<file path="src/rtl/lsu_aligned_ctrl.sv">
// Load/store unit: one EXU transaction at a time over split load/store bus channels,
// with byte-lane alignment, misalignment trapping, bus timeout and registered responses.
module lsu_aligned_ctrl #(
    parameter int unsigned ADDR_W  = 32,
    parameter int unsigned DATA_W  = 32,
    parameter int unsigned TIMEOUT = 255
) (
    input  logic                clk,
    input  logic                rst_n,
    input  logic                req_valid,
    output logic                req_ready,
    input  logic                req_wen,
    input  logic [ADDR_W-1:0]   req_addr,
    input  logic [1:0]          req_size,
    input  logic                req_unsigned,
    input  logic [DATA_W-1:0]   req_wdata,
    output logic                resp_valid,
    input  logic                resp_ready,
    output logic [DATA_W-1:0]   resp_rdata,
    output logic                resp_err,
    output logic                resp_misalign,
    output logic [ADDR_W-1:0]   lsu_araddr_o,
    output logic                lsu_arvalid_o,
    input  logic                lsu_arready,
    input  logic [DATA_W-1:0]   lsu_rdata,
    input  logic                lsu_rvalid,
    input  logic                lsu_rerr,
    output logic [ADDR_W-1:0]   lsu_awaddr_o,
    output logic                lsu_awvalid_o,
    input  logic                lsu_awready,
    output logic [DATA_W-1:0]   lsu_wdata_o,
    output logic [DATA_W/8-1:0] lsu_wstrb_o,
    output logic                lsu_wvalid_o,
    input  logic                lsu_wready,
    input  logic                lsu_bvalid,
    input  logic                lsu_berr
);

    localparam int unsigned NB = DATA_W / 8;
    localparam int unsigned OW = $clog2(NB);
    localparam int unsigned TW = (TIMEOUT < 2) ? 1 : $clog2(TIMEOUT + 1);
    localparam logic [TW-1:0] TLIM = TW'((TIMEOUT == 0) ? 0 : TIMEOUT - 1);
    localparam logic [6:0] DW7 = 7'(DATA_W);

    typedef enum logic [2:0] {StIdle, StRdA, StRdD, StWr, StWrB, StResp} state_e;

    state_e            r_state;
    logic [ADDR_W-1:0] r_baddr;
    logic [OW-1:0]     r_off;
    logic [1:0]        r_size;
    logic              r_unsigned;
    logic [DATA_W-1:0] r_wdata;
    logic [NB-1:0]     r_wstrb;
    logic              r_arvalid;
    logic              r_awvalid;
    logic              r_wvalid;
    logic              r_resp_valid;
    logic [DATA_W-1:0] r_rdata;
    logic              r_err;
    logic              r_mis;
    logic [TW-1:0]     r_cnt;

    logic [OW-1:0]     w_off;
    logic [2:0]        w_amask;
    logic              w_mis;
    logic [NB-1:0]     w_lane_mask;
    logic [DATA_W-1:0] w_rsh;
    logic [6:0]        w_nbits;
    logic [6:0]        w_ext_amt;
    logic [DATA_W-1:0] w_lsh;
    logic [DATA_W-1:0] w_zext;
    logic [DATA_W-1:0] w_sext;
    logic [DATA_W-1:0] w_ldata;
    logic              w_tmo;
    logic              w_aw_done;
    logic              w_w_done;

    assign w_off = req_addr[OW-1:0];

    always_comb begin
        w_amask     = 3'b000;
        w_lane_mask = NB'(1);
        unique case (req_size)
            2'd0: begin w_amask = 3'b000; w_lane_mask = NB'(8'h01); end
            2'd1: begin w_amask = 3'b001; w_lane_mask = NB'(8'h03); end
            2'd2: begin w_amask = 3'b011; w_lane_mask = NB'(8'h0F); end
            2'd3: begin w_amask = 3'b111; w_lane_mask = NB'(8'hFF); end
        endcase
    end

    assign w_mis = (|(req_addr[2:0] & w_amask)) | ((req_size == 2'd3) && (DATA_W == 32));

    // Extract the lane, then sign/zero-extend by shifting it to the top and back down.
    assign w_rsh     = lsu_rdata >> {r_off, 3'b000};
    assign w_nbits   = 7'd8 << r_size;
    assign w_ext_amt = (w_nbits >= DW7) ? 7'd0 : DW7 - w_nbits;
    assign w_lsh     = w_rsh << w_ext_amt;
    assign w_zext    = w_lsh >> w_ext_amt;
    assign w_sext    = $signed(w_lsh) >>> w_ext_amt;
    assign w_ldata   = r_unsigned ? w_zext : w_sext;

    assign w_tmo     = (TIMEOUT != 0) && (r_cnt == TLIM);
    assign w_aw_done = ~r_awvalid | lsu_awready;
    assign w_w_done  = ~r_wvalid | lsu_wready;

    always_ff @(posedge clk or negedge rst_n) begin
        if (!rst_n) begin
            r_state      <= StIdle;
            r_baddr      <= '0;
            r_off        <= '0;
            r_size       <= '0;
            r_unsigned   <= 1'b0;
            r_wdata      <= '0;
            r_wstrb      <= '0;
            r_arvalid    <= 1'b0;
            r_awvalid    <= 1'b0;
            r_wvalid     <= 1'b0;
            r_resp_valid <= 1'b0;
            r_rdata      <= '0;
            r_err        <= 1'b0;
            r_mis        <= 1'b0;
            r_cnt        <= '0;
        end else begin
            unique case (r_state)
                StIdle: begin
                    if (req_valid) begin
                        r_baddr    <= {req_addr[ADDR_W-1:OW], {OW{1'b0}}};
                        r_off      <= w_off;
                        r_size     <= req_size;
                        r_unsigned <= req_unsigned;
                        r_wdata    <= req_wdata << {w_off, 3'b000};
                        r_wstrb    <= w_lane_mask << w_off;
                        r_rdata    <= '0;
                        r_err      <= 1'b0;
                        r_mis      <= w_mis;
                        r_cnt      <= '0;
                        if (w_mis) begin
                            r_resp_valid <= 1'b1;
                            r_state      <= StResp;
                        end else if (req_wen) begin
                            r_awvalid <= 1'b1;
                            r_wvalid  <= 1'b1;
                            r_state   <= StWr;
                        end else begin
                            r_arvalid <= 1'b1;
                            r_state   <= StRdA;
                        end
                    end
                end
                StRdA, StRdD: begin
                    r_cnt <= r_cnt + TW'(1);
                    if (lsu_rvalid) begin
                        // Early read data (before arready) also completes the load.
                        r_rdata      <= lsu_rerr ? '0 : w_ldata;
                        r_err        <= lsu_rerr;
                        r_arvalid    <= 1'b0;
                        r_resp_valid <= 1'b1;
                        r_state      <= StResp;
                    end else if (r_state == StRdA && lsu_arready) begin
                        r_arvalid <= 1'b0;
                        r_state   <= StRdD;
                    end else if (w_tmo) begin
                        r_arvalid    <= 1'b0;
                        r_err        <= 1'b1;
                        r_resp_valid <= 1'b1;
                        r_state      <= StResp;
                    end
                end
                StWr: begin
                    r_cnt     <= r_cnt + TW'(1);
                    r_awvalid <= r_awvalid & ~lsu_awready;
                    r_wvalid  <= r_wvalid & ~lsu_wready;
                    if (w_aw_done && w_w_done) begin
                        r_state <= StWrB;
                    end else if (w_tmo) begin
                        r_awvalid    <= 1'b0;
                        r_wvalid     <= 1'b0;
                        r_err        <= 1'b1;
                        r_resp_valid <= 1'b1;
                        r_state      <= StResp;
                    end
                end
                StWrB: begin
                    r_cnt <= r_cnt + TW'(1);
                    if (lsu_bvalid) begin
                        r_err        <= lsu_berr;
                        r_resp_valid <= 1'b1;
                        r_state      <= StResp;
                    end else if (w_tmo) begin
                        r_err        <= 1'b1;
                        r_resp_valid <= 1'b1;
                        r_state      <= StResp;
                    end
                end
                StResp: begin
                    if (resp_ready) begin
                        r_resp_valid <= 1'b0;
                        r_state      <= StIdle;
                    end
                end
                default: r_state <= StIdle;
            endcase
        end
    end

    assign req_ready     = (r_state == StIdle);
    assign resp_valid    = r_resp_valid;
    assign resp_rdata    = r_rdata;
    assign resp_err      = r_err;
    assign resp_misalign = r_mis;
    assign lsu_araddr_o  = r_baddr;
    assign lsu_arvalid_o = r_arvalid;
    assign lsu_awaddr_o  = r_baddr;
    assign lsu_awvalid_o = r_awvalid;
    assign lsu_wdata_o   = r_wdata;
    assign lsu_wstrb_o   = r_wstrb;
    assign lsu_wvalid_o  = r_wvalid;

endmodule

</file>
<file path="config.mk">
export PLATFORM = sky130hd
export DESIGN_NAME = lsu_aligned_ctrl
export DESIGN_NICKNAME = d
export VERILOG_FILES = /design/src/rtl/lsu_aligned_ctrl.sv
export SDC_FILE = /design/constraint.sdc
export NUM_CORES = 1
export LEC_CHECK = 0
export ABC_AREA = 1
export BUFFER_PORTS_ARGS = -buffer_cell sky130_fd_sc_hd__buf_2
export CORE_ASPECT_RATIO = 2
export CORE_UTILIZATION = 50
export DETAILED_ROUTE_END_ITERATION = 6
export PLACE_DENSITY = 0.81
export SLEW_MARGIN = 20
export SYNTH_ARGS = -nofsm -noshare
export SYNTH_HDL_FRONTEND = slang
export SYNTH_SLANG_ARGS = --single-unit
export TNS_END_PERCENT = 30
</file>
<file path="constraint.sdc">
create_clock -name clk -period 3.3 [get_ports clk]
set_input_delay 0.495 -clock clk [delete_from_list [all_inputs] [get_ports clk]]
set_output_delay 0.495 -clock clk [all_outputs]
set_load 0.03 [all_outputs]
</file>
==> results of run 1 <==
-- sequential cells by signal, indices dropped and copies added, names as in the netlist --
name / cells
lsu_araddr_o: 30
lsu_arvalid_o: 1
lsu_awvalid_o: 1
lsu_wdata_o: 32
lsu_wstrb_o: 4
lsu_wvalid_o: 1
r_cnt: 8
r_off: 2
r_size: 2
r_state: 3
r_unsigned: 1
resp_err: 1
resp_misalign: 1
resp_rdata: 32
resp_valid: 1
-- where the power goes --
part	switching (mW)	internal, mW
logic	3.61	1.34
clock network	0.710	1.16
registers	0.555	2.15
-- stage by stage --
stage	std cells	total power, mW	worst slack [ps]
final	1251	9.532	1137
after global routing	1251	10.14	913.0
after CTS	1251	9.562	1120
after detailed placement	1219	7.662	1120
after global placement	1219	7.559	1234
after floorplan	894	6.585	1880
-- worst max-delay path: stages, from the launching register on --
cell and delay, ps:
dfrtp_1 490, nor2_4 250, nand2_4 100, nor2_4 100, buf_4 480, nand3_1 370, o21ai_0 280
-- cells by family after synthesis --
kind of cell	Yosys count	share of synthesized area [%]
DFF	120	45.06
adders and majority gates	2	0.3755
xor gates and xnor gates	3	0.3944
buffers and inverters	128	11.12
and+or+nand+nor	524	33.23
AOI/OAI and AO/OA	111	9.463
muxes	2	0.3004
other	1	0.05627
-- final cells by class --
cell class	instances	area share, %
flip-flops and latches	120	36.65
multi-input cells	646	35.78
repair buffers	249	15.52
clock buffers	20	5.574
inverters	52	2.443
well taps	152	2.321
clock inverters	12	1.710
-- worst min-delay path by stage --
stage / cells after the start / end / slack [ps] / startpoint
2_1_floorplan: 0 / lsu_araddr_o[10]$_DFFE_PN0P_ / 200 / rst_n
3_3_place_gp: 2 / resp_rdata[4]$_DFFE_PN0P_ / 450 / resp_rdata[4]$_DFFE_PN0P_
3_5_place_dp: 2 / resp_rdata[7]$_DFFE_PN0P_ / 460 / resp_rdata[7]$_DFFE_PN0P_
4_1_cts: 1 / lsu_wdata_o[19]$_DFFE_PN0P_ / 110 / rst_n
5_1_grt: 1 / lsu_wdata_o[19]$_DFFE_PN0P_ / 140 / rst_n
6_report: 1 / lsu_wdata_o[19]$_DFFE_PN0P_ / 90 / rst_n
-- Yosys cell counts (all sizes together) --
cell / n / area share, %
a22o: 1 / 0.13
nand3b: 2 / 0.41
o22ai: 8 / 0.75
clkbuf: 14 / 0.94
and3: 1 / 0.094
ha: 2 / 0.38
a31oi: 2 / 0.19
dfrtp: 120 / 45
nand2: 399 / 23
nor3: 4 / 0.30
a21oi: 19 / 1.6
o211ai: 2 / 0.23
inv: 51 / 2.9
o21ai: 66 / 5.1
o31ai: 11 / 1.2
nand4: 5 / 0.47
nor2: 34 / 2.5
xor2: 2 / 0.26
conb: 1 / 0.056
nand3: 79 / 6.7
dlymetal6s2s: 1 / 0.19
buf: 61 / 7.0
xnor2: 1 / 0.13
a2bb2oi: 2 / 0.26
mux2i: 2 / 0.30
clkinv: 1 / 0.13
-- cell usage in the layout, fill, tap and decap left out, types with 2 or more instances in the layout --
| cell | synthesis | routed |
|---|---|---|
| a21oi_1 | 18 | 18 |
| a2bb2oi_1 | 2 | 2 |
| a31oi_1 | 2 | 2 |
| buf_2 | 9 | 244 |
| buf_4 | 41 | 4 |
| bufinv_16 | 0 | 2 |
| clkbuf_16 | 0 | 17 |
| clkbuf_8 | 1 | 2 |
| clkinv_4 | 1 | 3 |
| clkinvlp_4 | 0 | 3 |
| conb_1 | 1 | 4 |
| dfrtp_1 | 120 | 120 |
| ha_1 | 2 | 2 |
| inv_1 | 44 | 44 |
| inv_2 | 7 | 7 |
| inv_6 | 0 | 4 |
| mux2i_1 | 2 | 2 |
| nand2_1 | 394 | 394 |
| nand2_2 | 3 | 3 |
| nand2_4 | 2 | 2 |
| nand3_1 | 72 | 72 |
| nand3_2 | 5 | 5 |
| nand3_4 | 2 | 2 |
| nand4_1 | 5 | 5 |
| nor2_1 | 29 | 29 |
| nor2_2 | 2 | 2 |
| nor2_4 | 2 | 2 |
| nor3_1 | 4 | 4 |
| o211ai_1 | 2 | 2 |
| o21ai_0 | 64 | 64 |
| o21ai_2 | 2 | 2 |
| o22ai_1 | 8 | 8 |
| o31ai_1 | 11 | 11 |
| xor2_1 | 2 | 2 |
-- per-layer routing --
metal	global-route usage (%)	share of wire [%]	wire length, um	vias up
met5	0	0	0	-
li1	-	-	-	3201
met1	30.79	37	7095	3035
met2	48.63	52	9973	325
met4	15.56	4.7	895	0
met3	5.268	5.7	1090	62
==> results.json, run 1 <==
{
  "die_area_um2": 13820,
  "io_buffer_count": 245,
  "nets": 1199,
  "fin_crit_ps": 2163,
  "hpwlAfterDp_um": 13840,
  "die_h_um": 165.3,
  "startpoint": "r_state[1]$_DFFE_PN0P_",
  "io_pins": 250,
  "period_share_pct": 65.55,
  "crit_fanout": 57,
  "dpl_cell_area_um2": 7596,
  "synth_area_um2": 6664,
  "die_x_um": 83.63,
  "clkLatencyLatePin_ps": 420,
  "worstRegToRegCells": 6,
  "ff2ff_setup_slack_ps": 1140,
  "cp-end-kind": "flop",
  "start_util_pct": 51.29,
  "cts.sinks": 120,
  "status": "completed",
  "drtIter0Drc": 383,
  "routedWlPerCell_um": 15.23,
  "fmax_mhz": 462.3,
  "grt_usage_pct": 27.48,
  "regArea_um2": 3003,
  "antenna_found_initial": 0,
  "fin_util_pct": 63.06,
  "core_um2": 12990,
  "multiInputGateArea_um2": 2932,
  "setup_viol": 0,
  "hold_buffers": 0,
  "finalInstanceArea_um2": 8193,
  "hold_violations": 0,
  "clockRootBuffer": "clkbuf_16",
  "rsz0062_at_grt": "false",
  "grt_pass1_vias": 6127,
  "seq_area_frac_synth_pct": 45.06,
  "slew_headroom_pct": 48.29,
  "slew_violations": 0,
  "drcViolationCount": 0,
  "grt_max_degree": 73,
  "firstDrtPassIters": 5,
  "endpoint": "lsu_wdata_o[3]$_DFFE_PN0P_",
  "drive_gt1_share_pct": 28.12,
  "worstMarginPinSlew_ps": 775.7,
  "synth.distinct_cells": 42,
  "cts_setup_buffers": 0,
  "grt.overflow.total": 0,
  "finalSetupTns_ps": 0,
  "rows": 59,
  "clkTransAtPathRegs_ps": 60,
  "critPathRequiredTime_ps": 3620,
  "yosysWarnings": 0,
  "cts_buffers": 17,
  "p_leak_nw": 4.718,
  "clock_skew_ps": 10.36,
  "ant_nets": 0,
  "max-vdd-ir-drop_mv": 0.9327,
  "cp-start-kind": "flop",
  "cts_resized": 0,
  "n_antenna_cell": 0,
  "vias": 6623,
  "r2r-start": "r_state[1]$_DFFE_PN0P_",
  "worst_ep_arrival_time_ps": 2490,
  "wirelength_um": 19050,
  "area_growth_pct": 22.94,
  "globalplace.congestion": 0.9302,
  "via_per_inst": 5.294,
  "synth-seq-cells": 120,
  "cts_tree": "built",
  "syn_area_per_cell_um2": 7.479,
  "power_density_nw_per_um2": 1163,
  "worstHoldPathType": "input pin to asynchronous set/reset pin",
  "fillCellCount": 1195,
  "cap_violations": 0,
  "cts_buffer_depth": 2,
  "htreeDepth": 4,
  "hold_ws_ps": 88.68,
  "syn_inst": 891,
  "regToRegEndpoint": "lsu_wdata_o[3]$_DFFE_PN0P_",
  "grt_pass1_wl_um": 29780,
  "worstSetupPathType": "flop to flop"
}
No activity file was read; power rests on OpenSTA's default activity.
==> inputs of run 2 (changes only) <==
--- a/config.mk
+++ b/config.mk
@@ -5,12 +5,12 @@
 export SDC_FILE = /design/constraint.sdc
 export NUM_CORES = 1
 export LEC_CHECK = 0
-export ABC_AREA = 1
+export ABC_AREA = 0
 export BUFFER_PORTS_ARGS = -buffer_cell sky130_fd_sc_hd__buf_2
 export CORE_ASPECT_RATIO = 2
-export CORE_UTILIZATION = 50
+export CORE_UTILIZATION = 44
 export DETAILED_ROUTE_END_ITERATION = 6
-export PLACE_DENSITY = 0.81
+export PLACE_DENSITY = 0.76
 export SLEW_MARGIN = 20
 export SYNTH_ARGS = -nofsm -noshare
 export SYNTH_HDL_FRONTEND = slang
==> constraint.sdc (replaced) <==
create_clock -name clk -period 1.8 [get_ports clk]
set_input_delay 0.27 -clock clk [delete_from_list [all_inputs] [get_ports clk]]
set_output_delay 0.27 -clock clk [all_outputs]
set_load 0.03 [all_outputs]
==> run 2 against run 1 <==
  * Die area increased by 7.2%
  * First-iteration DRC count decreased by 16%
  * Sequential cell count unchanged
  * Non-clock buffer count increased by 32
  * Clock power increased by 77%
  * Synthesized cell count decreased by 21%
==> results.json, run 2 <==
{
  "fin_total_pwr_mw": 16.87,
  "synth-seq-cells": 120,
  "worstSetupPathType": "flop to primary output",
  "hold_violations": 0,
  "io_pins": 250,
  "start_util_pct": 45.05,
  "htreeDepth": 4,
  "worst_ep_arrival_time_ps": 1510,
  "path_cells": "nor2_2 > nand2_1 > inv_2 > buf_4",
  "synth_compound_area_share_pct": 16.96,
  "die_h_um": 171.1,
  "clockRootBuffer": "clkbuf_16",
  "max-vdd-ir-drop_mv": 1.278,
  "rows": 61,
  "critPathRequiredTime_ps": 1530,
  "fmax_mhz": 561.6,
  "drive_gt1_share_pct": 36.79,
  "syn_inst": 700,
  "p_leak_nw": 4.429,
  "synthSimpleGateAreaFrac_pct": 20.36,
  "fin_crit_ps": 1781,
  "clkLatencyLatePin_ps": 420,
  "slew_violations": 0,
  "critPathMaxStageDelay_ps": 440,
  "synth_flop_cell": "dfrtp_1",
  "crit_family": "flip-flops",
  "final_common_cell": "buf_2",
  "drcViolationCount": 0,
  "wirelength_um": 18470,
  "cp-start-kind": "flop",
  "final_cell_mix": "buf_2, nand2_1, dfrtp_1",
  "drtIter0Drc": 323,
  "status": "completed",
  "worstMarginPinSlew_ps": 545.5,
  "rsz0062_at_grt": "true",
  "nets": 1035,
  "die_x_um": 86.56,
  "hold_ws_ps": 45.16,
  "synth_area_um2": 6292,
  "grt_pass1_wl_um": 27610,
  "io_buffer_count": 245,
  "core_um2": 13970,
  "firstDrtPassIters": 5,
  "synth.distinct_cells": 53,
  "via_per_inst": 5.241,
  "area_growth_pct": 32.33,
  "synth_async_sr_flop_share_pct": 100.0,
  "slew_headroom_pct": 63.56,
  "post-synth-top-count-cell": "nand2_1",
  "cts_buffer_depth": 2,
  "synth_top_area_share_pct": 47.72,
  "cp-end-kind": "primary output",
  "synth_largest_area_cell": "dfrtp_1",
  "place_inst": 1091,
  "cts_buffers": 17,
  "clock_skew_ps": 15.41,
  "cts_tree": "built",
  "seq_area_frac_synth_pct": 47.72,
  "vias": 5896,
  "grt.overflow.total": 0,
  "die_area_um2": 14810,
  "fin_util_pct": 59.62,
  "cpMaxStageDelayCell": "dfrtp_1",
  "setup_viol": 0,
  "yosys.area_share.adder_pct": 0.3977,
  "routedWlPerCell_um": 16.42,
  "power_density_nw_per_um2": 2026,
  "crit_fanout": 4,
  "synth_top_family_by_area": "simple AND/OR/NAND/NOR gates",
  "clkTransAtPathRegs_ps": 60,
  "cap_violations": 0,
  "grt_max_degree": 94,
  "worstHoldPathType": "input pin to flop",
  "period_share_pct": 98.92,
  "synth_edf_count": 0,
  "finalInstanceArea_um2": 8327,
  "grt_pass1_vias": 5557,
  "syn_area_per_cell_um2": 8.989,
  "stdcell_count": 1125,
  "cp.buffers_inverters": 2,
  "muxShareOfSynthArea_pct": 5.767,
  "synth_common_cells": "nand2_1, dfrtp_1, nor2_1",
  "globalplace.congestion": 0.9030,
  "hpwlAfterDp_um": 13450,
  "cts.sinks": 120,
  "fillCellCount": 1272,
  "dpl_cell_area_um2": 7680,
  "grt_usage_pct": 24.49,
  "synthXorXnorAreaFrac_pct": 0.9743,
  "antenna_found_initial": 0,
  "ys_top_cells_by_area": "dfrtp_1, nand2_1, buf_4",
  "yosysWarnings": 0,
  "ant_nets": 0
}
-- run 2: cell count changes after synthesis, sizes merged, moves of 8 or more --
cell / delta
a211oi: +13
a21oi: +20
nor2b: +21
nand3: -67
nand2: -213
a221o: +16
a32o: +8
buf: -10
o21ai: -40
clkbuf: +16
mux2i: +23
inv: -43
mux2: +10
-- run 2: through the flow --
step | setup WS, ps | setup TNS, ps
after floorplan | 37.46 | 0
after global placement | 23.44 | 0
after CTS | 0.9890 | 0
after global routing | -55.47 | -394.2
after detailed placement | -11.63 | -15.82
final | 19.43 | 0
-- run 2: cell families after synthesis --
group           after synthesis
compound gates              152
simple gates                294
xor+xnor                      7
fa+ha+maj                     2
flops                       120
buf+inv                      89
mux                          35
other cells                   1
-- run 2: repair_timing --
action / in CTS / in global routing
gates cloned: 0 / 0
hold endpoints to repair: 119 / 0
hold buffers: 1 / 0
setup endpoints to repair: 3 / 30
pin swaps: 0 / 2
buffers inserted: 0 / 1
gates resized for setup: 3 / 10
-- run 2: report_power, final --
group	switching (mW)	internal [mW]	total (mW)
logic	5.90	2.91	8.80
clock network	1.32	1.99	3.31
registers	0.849	3.91	4.76
-- run 2: metal layers --
metal,GRT usage (%),part of all wire (%),up-vias
li1,-,-,2847
met1,27.86,39,2770
met2,42.48,53,238
met3,4.534,5.0,41
met4,13.70,3.6,0
met5,0,0,-
-- run 2: worst paths after layout --
path / start / endpoint / slack [ps] / cells past startpoint
max in group asynchronous: rst_n / lsu_araddr_o[17]$_DFFE_PN0P_ / 970 / 3
setup / recovery: r_state[1]$_DFFE_PN0P_ / req_ready / 20 / 4
setup reg to reg: r_off[1]$_DFFE_PN0P_ / resp_rdata[22]$_DFFE_PN0P_ / 30 / 7
hold / removal: req_addr[6] / lsu_araddr_o[6]$_DFFE_PN0P_ / 50 / 3
min in group asynchronous: rst_n / r_cnt[1]$_DFFE_PN0P_ / 210 / 2
hold reg to reg: lsu_wdata_o[2]$_DFFE_PN0P_ / lsu_wdata_o[2]$_DFFE_PN0P_ / 460 / 2
-- run 2: layout make-up --
cell class | count | area (um2) | share of cell area (%)
inverters | 8 | 30.03 | 0.3606
well taps | 189 | 236.5 | 2.840
diodes | 1 | 2.502 | 0.03005
repair buffers | 281 | 1604 | 19.26
clock buffers | 20 | 456.7 | 5.485
flip-flops and latches | 120 | 3004 | 36.08
clock inverters | 12 | 117.6 | 1.412
multi-input cells | 494 | 2875 | 34.53
-- run 2: tightest hold or removal path, delay by kind of cell --
family / cells / cell delay [ps]
buffers and inverters: 1 / 70
and+or+nand+nor: 2 / 80
